`config.mk`:
```
export PLATFORM = sky130hd
export DESIGN_NAME = pipeline_ctrl
export DESIGN_NICKNAME = d
export VERILOG_FILES = /design/src/rtl/pipeline_ctrl.sv
export SDC_FILE = /design/constraint.sdc
export NUM_CORES = 1
export LEC_CHECK = 0
export CAP_MARGIN = 20
export CORE_MARGIN = 8
export CORE_UTILIZATION = 30
export CTS_BUF_LIST = sky130_fd_sc_hd__clkbuf_8
export CTS_CLUSTER_SIZE = 14
export DETAILED_ROUTE_END_ITERATION = 10
export SLEW_MARGIN = 20
export SYNTH_ARGS = -nofsm -noshare
export SYNTH_HDL_FRONTEND = slang
export SYNTH_SLANG_ARGS = --single-unit
```
`constraint.sdc`:
```
create_clock -name CLK -period 2.7 [get_ports CLK]
set_input_delay 0.405 -clock CLK [delete_from_list [all_inputs] [get_ports CLK]]
set_output_delay 0.405 -clock CLK [all_outputs]
set_load 0.05 [all_outputs]
```
`src/rtl/pipeline_ctrl.sv`:
```
// Boot, hazard and drain sequencer for the 3-stage IF_ID / EX_MEM / WB core.
// Optional performance counters are built when PIPE_CTRL_PERF_EN is defined.
//
// state | meaning
// IDLE  | all units held in reset, waiting for start
// BOOT  | unit resets held for BOOT_CYCLES cycles
// LOAD  | one-cycle memory-image load strobe
// RUN   | normal execution; branch squash and load-use bubble handling
// STALL | extra load-use bubbles beyond the first (LOAD_LAT > 1)
// DRAIN | two cycles flushing the pipe after halt
// HALT  | pipe frozen, contents visible, waiting for start
module pipeline_ctrl #(
   parameter int BOOT_CYCLES = 4,
   parameter int LOAD_LAT    = 1
) (
   input  logic        CLK,
   input  logic        RESET,
   input  logic        start,
   input  logic        halt,
   input  logic [3:0]  ifid_RA,
   input  logic [3:0]  ifid_RB,
   input  logic        ifid_uses_RB,
   input  logic [3:0]  ex_WC,
   input  logic        ex_is_load,
   input  logic        ex_W_RB,
   input  logic        branch_taken,
   output logic        pc_RESET,
   output logic        im_RESET,
   output logic        rb_RESET,
   output logic        tf_RESET,
   output logic        dm_RESET,
   output logic        pc_ENABLE,
   output logic        im_read_file,
   output logic        dm_read_file,
   output logic        reg_ifid_exmem_RESET,
   output logic        reg_ifid_exmem_ENABLE,
   output logic        reg_exmem_wb_RESET,
   output logic        reg_exmem_wb_ENABLE,
   output logic [2:0]  state,
   output logic [15:0] stall_cnt,
   output logic [15:0] flush_cnt
);

   typedef enum logic [2:0] {
      S_IDLE  = 3'd0,
      S_BOOT  = 3'd1,
      S_LOAD  = 3'd2,
      S_RUN   = 3'd3,
      S_STALL = 3'd4,
      S_DRAIN = 3'd5,
      S_HALT  = 3'd6
   } state_t;

   localparam logic [15:0] BOOT_LD      = 16'(BOOT_CYCLES - 1);
   localparam bit          MULTI_BUBBLE = (LOAD_LAT > 1);
   // The RUN-state hazard cycle is the first bubble, so STALL covers LOAD_LAT-1.
   localparam logic [15:0] STALL_LD     = MULTI_BUBBLE ? 16'(LOAD_LAT - 2) : 16'd0;
   localparam logic [15:0] DRAIN_LD     = 16'd1;

   state_t      st;
   logic [15:0] timer;
   logic        hazard;
   logic        boot_entry;

   assign state      = st;
   assign hazard     = ex_is_load & ex_W_RB &
                       ((ex_WC == ifid_RA) | (ifid_uses_RB & (ex_WC == ifid_RB)));
   assign boot_entry = ((st == S_IDLE) | (st == S_HALT)) & start;

   always_ff @(posedge CLK or posedge RESET) begin
      if (RESET) begin
         st    <= S_IDLE;
         timer <= 16'd0;
      end else begin
         case (st)
            S_IDLE: begin
               if (start) begin
                  st    <= S_BOOT;
                  timer <= BOOT_LD;
               end
            end
            S_BOOT: begin
               if (timer == 16'd0) st <= S_LOAD;
               else                timer <= timer - 16'd1;
            end
            S_LOAD: st <= S_RUN;
            S_RUN: begin
               if (branch_taken) begin
                  st <= S_RUN;
               end else if (hazard) begin
                  if (MULTI_BUBBLE) begin
                     st    <= S_STALL;
                     timer <= STALL_LD;
                  end
               end else if (halt) begin
                  st    <= S_DRAIN;
                  timer <= DRAIN_LD;
               end
            end
            S_STALL: begin
               if (timer == 16'd0) st <= S_RUN;
               else                timer <= timer - 16'd1;
            end
            S_DRAIN: begin
               if (timer == 16'd0) st <= S_HALT;
               else                timer <= timer - 16'd1;
            end
            S_HALT: begin
               if (start) begin
                  st    <= S_BOOT;
                  timer <= BOOT_LD;
               end
            end
            default: st <= S_IDLE;
         endcase
      end
   end

   always_comb begin
      pc_RESET              = 1'b0;
      im_RESET              = 1'b0;
      rb_RESET              = 1'b0;
      tf_RESET              = 1'b0;
      dm_RESET              = 1'b0;
      pc_ENABLE             = 1'b0;
      im_read_file          = 1'b0;
      dm_read_file          = 1'b0;
      reg_ifid_exmem_RESET  = 1'b0;
      reg_ifid_exmem_ENABLE = 1'b0;
      reg_exmem_wb_RESET    = 1'b0;
      reg_exmem_wb_ENABLE   = 1'b0;
      case (st)
         S_IDLE, S_BOOT: begin
            pc_RESET             = 1'b1;
            im_RESET             = 1'b1;
            rb_RESET             = 1'b1;
            tf_RESET             = 1'b1;
            dm_RESET             = 1'b1;
            reg_ifid_exmem_RESET = 1'b1;
            reg_exmem_wb_RESET   = 1'b1;
         end
         S_LOAD: begin
            im_read_file = 1'b1;
            dm_read_file = 1'b1;
         end
         S_RUN: begin
            pc_ENABLE             = 1'b1;
            reg_ifid_exmem_ENABLE = 1'b1;
            reg_exmem_wb_ENABLE   = 1'b1;
            if (branch_taken) begin
               reg_ifid_exmem_RESET = 1'b1;
            end else if (hazard) begin
               pc_ENABLE            = 1'b0;
               reg_ifid_exmem_RESET = 1'b1;
            end else if (halt) begin
               pc_ENABLE = 1'b0;
            end
         end
         S_STALL, S_DRAIN: begin
            reg_ifid_exmem_RESET  = 1'b1;
            reg_ifid_exmem_ENABLE = 1'b1;
            reg_exmem_wb_ENABLE   = 1'b1;
         end
         default: ;
      endcase
   end

`ifdef PIPE_CTRL_PERF_EN
   logic stall_inc;
   logic flush_inc;

   assign stall_inc = ((st == S_RUN) & ~branch_taken & hazard) | (st == S_STALL);
   assign flush_inc = (st == S_RUN) & branch_taken;

   always_ff @(posedge CLK or posedge RESET) begin
      if (RESET) begin
         stall_cnt <= 16'd0;
         flush_cnt <= 16'd0;
      end else if (boot_entry) begin
         stall_cnt <= 16'd0;
         flush_cnt <= 16'd0;
      end else begin
         if (stall_inc && (stall_cnt != 16'hFFFF)) stall_cnt <= stall_cnt + 16'd1;
         if (flush_inc && (flush_cnt != 16'hFFFF)) flush_cnt <= flush_cnt + 16'd1;
      end
   end
`else
   assign stall_cnt = 16'h0000;
   assign flush_cnt = 16'h0000;
`endif

endmodule

```
==> flow_summary.yaml <==
status:
  outcome: "complete, no violations"
logic_synthesis:
  ys_seq_elements: 19
  seq_area_frac_synth_pct: 28.9
  synth_flop_cell: "dfrtp_1"
  synth_cells: 199
  synthXorXnorAreaFrac_pct: 4.26
  yosysUniqueCellTypes: 52
  muxShareOfSynthArea_pct: 0.912
  syn_area_sq_um: 1650
  synth_top_family_by_area: "compound AO/OA/AOI/OAI gates"
  synth-edff-count: 0
  syn_avg_cell_area_sq_um: 8.27
  synth_warnings: 0
  synth_compound_area_share_pct: 22.9
  async_flop_share_pct: 100
  synth_adder_area_share_pct: 0.760
  synthSimpleGateAreaFrac_pct: 21.0
sta:
  setup_violations: 0
  fin_ws_ns: 0.114
  drv_slew: 0
  worst_pin_slew_ns: 0.762
  period_share_pct: 95.8
  skew_ns: 0.000707
  finalCriticalPeriod_ns: 2.59
  maxSlewHeadroom_pct: 49.1
  tns_ns: 0
  rsz0062_at_grt: "false"
  final-hold-violation-count: 0
  fmax_mhz: 387
grt:
  grt_pass1_wl_um: 6860
  antenna_found_initial: 0
  grt_overflow: 0
  first_global_vias: 1366
  grt.total_usage_pct: 9.87
  grt_max_degree: 20
drt:
  drtPass1Iterations: 4
  vias: 1417
  drt-initial-drc-count: 78
  wl_um: 4130
  antenna_left: 0
  via_per_inst: 4.63
  routedWlPerCell_um: 13.5
  drc: 0
finish:
  antenna_cells: 0
  mostFrequentLayoutCells: "conb_1 (32), clkdlybuf4s50_1 (32), nor2_1 (22), dfrtp_1 (19), buf_4 (12)"
  final_nets: 256
  drive_above_1_share_pct: 9.83
  syn_to_final_growth_pct: 21.7
  fillers: 565
critical_path:
  rr_worst_depth: 8
  timing.rr.end: "timer[10]"
  crit_path_start_kind: "primary input"
  regToRegStartpoint: "timer[0]"
  path_class: "primary input to primary output"
  cp-startpoint: "ex_WC[1]"
  arrival_ns: 2.18
  cp-end-kind: "primary output"
  crit_path_end: "reg_ifid_exmem_RESET"
  r2r_slack_ns: 0.18
  cp_max_fo: 3
  required_ns: 2.30
clock_tree:
  root_buffer: "clkbuf_8"
  cts_tree: "built"
  clkTransAtPathRegs_ns: 0.08
  cts_made_buffers: 3
  clk_latency_ns: 0.26
  cts_resized: 0
  hold_buffers: 0
  cts.path.max_buffers: 2
  clock_sinks: 19
  post_cts_buffers: 0
  htreeDepth: 1
placed_design:
  place_hpwl_um: 3250
  gp_congestion: 0.773
  dp_slack_ns: 0.107
  port_buffers: 34
power:
  p_int_mw: 1.27
  pwr-share-comb_pct: 73.1
  swShare_pct: 55.1
  p_seq_share_pct: 19.7
  ir_worst_vdd_v: 0.000466
  switchingPower_mw: 1.56
  power.density_nw_per_um2: 1410
  leakage_nw: 0.900
  clockPowerShare_pct: 7.2
  power.total_mw: 2.82
worst_hold_path:
  hp-class: "register to register"
  hold_depth: 1
floorplan:
  coreArea_sq_um: 5410
  start_util_pct: 30.5
  dieWidth_um: 90.1
  row_count: 27
  die_area_sq_um: 8120
  die_height_um: 90.1
  num_io_pins: 67
job:
  drv_cap: 0
[state kept, by name (all words and copies together), names as in the netlist]
name	count
state	3
timer	16
[cell usage after synthesis, types with 3 or more instances]
master	instances	share of area [%]
a21o_1	4	1.8
a21oi_1	6	1.8
buf_4	39	18
clkbuf_1	3	0.68
dfrtp_1	19	29
inv_1	6	1.4
nand2_1	11	2.5
nand3_1	6	1.8
nor2_1	22	5.0
nor3_1	8	2.4
o211ai_1	3	1.4
o21ai_0	9	2.7
o31ai_1	9	4.1
or3_1	3	1.1
xnor2_1	4	2.1
xor2_1	4	2.1
[through the flow]
stage	hold slack (ns)	instance area [sq um]	cells	util, %
finish	0.537	2000	306	37.1
CTS	0.535	2000	306	37.1
floorplan	0.356	1760	230	-
global placement	0.503	1960	302	36.3
global route	0.560	2000	306	37.1
detailed placement	0.517	1960	302	36.3
[power by group through the flow]
stage	logic (mW)	clock network [mW]	registers (mW)
floorplan	1.54	0	0.569
global placement	2.05	0	0.559
detailed placement	2.06	0	0.556
CTS	2.07	0.209	0.553
global route	2.22	0.224	0.578
finish	2.06	0.203	0.555
[how the worst min path moves through the flow]
stage,startpoint,to
6_report,timer[14],timer[14]
5_1_grt,timer[6],timer[6]
4_1_cts,timer[7],timer[7]
3_5_place_dp,timer[7],timer[7]
3_3_place_gp,timer[0],timer[0]
2_1_floorplan,RESET,state[0]
[layer usage]
layer	GRT usage, %	part of all wire, %	vias to the layer above
li1	-	-	717
met1	11.0	43	667
met2	18.0	52	33
met3	3.24	5.0	0
met4	1.25	0	0
met5	0	0	-
[layout make-up]
cell class	instances	area, sq um	area share, %
inverter	6	22.5	1.12
multi-input combinational	160	941	46.9
sequential	19	475	23.7
clock buffer	3	41.3	2.06
tap	72	90.1	4.49
clock inverter	1	3.75	0.187
timing repair buffer	45	430	21.5
[logic make-up (layout without fill, tap and decap cells)]
family | after synthesis | after routing
AO/OA/AOI/OAI | 51 | 51
buffers and inverters | 51 | 55
multiplexers | 1 | 1
flip-flops | 19 | 19
XOR/XNOR | 8 | 8
other | 1 | 32
adder cells (fa/ha/maj) | 1 | 1
AND/OR/NAND/NOR | 67 | 67
[worst max-delay path, stage by stage]
cell and delay (ns):
clkdlybuf4s50_1 0.51, xnor2_1 0.13, nand4_1 0.11, nor4_1 0.35
nor3_1 0.13, o31ai_1 0.36, buf_12 0.19
(Power assumes the default switching activity.)
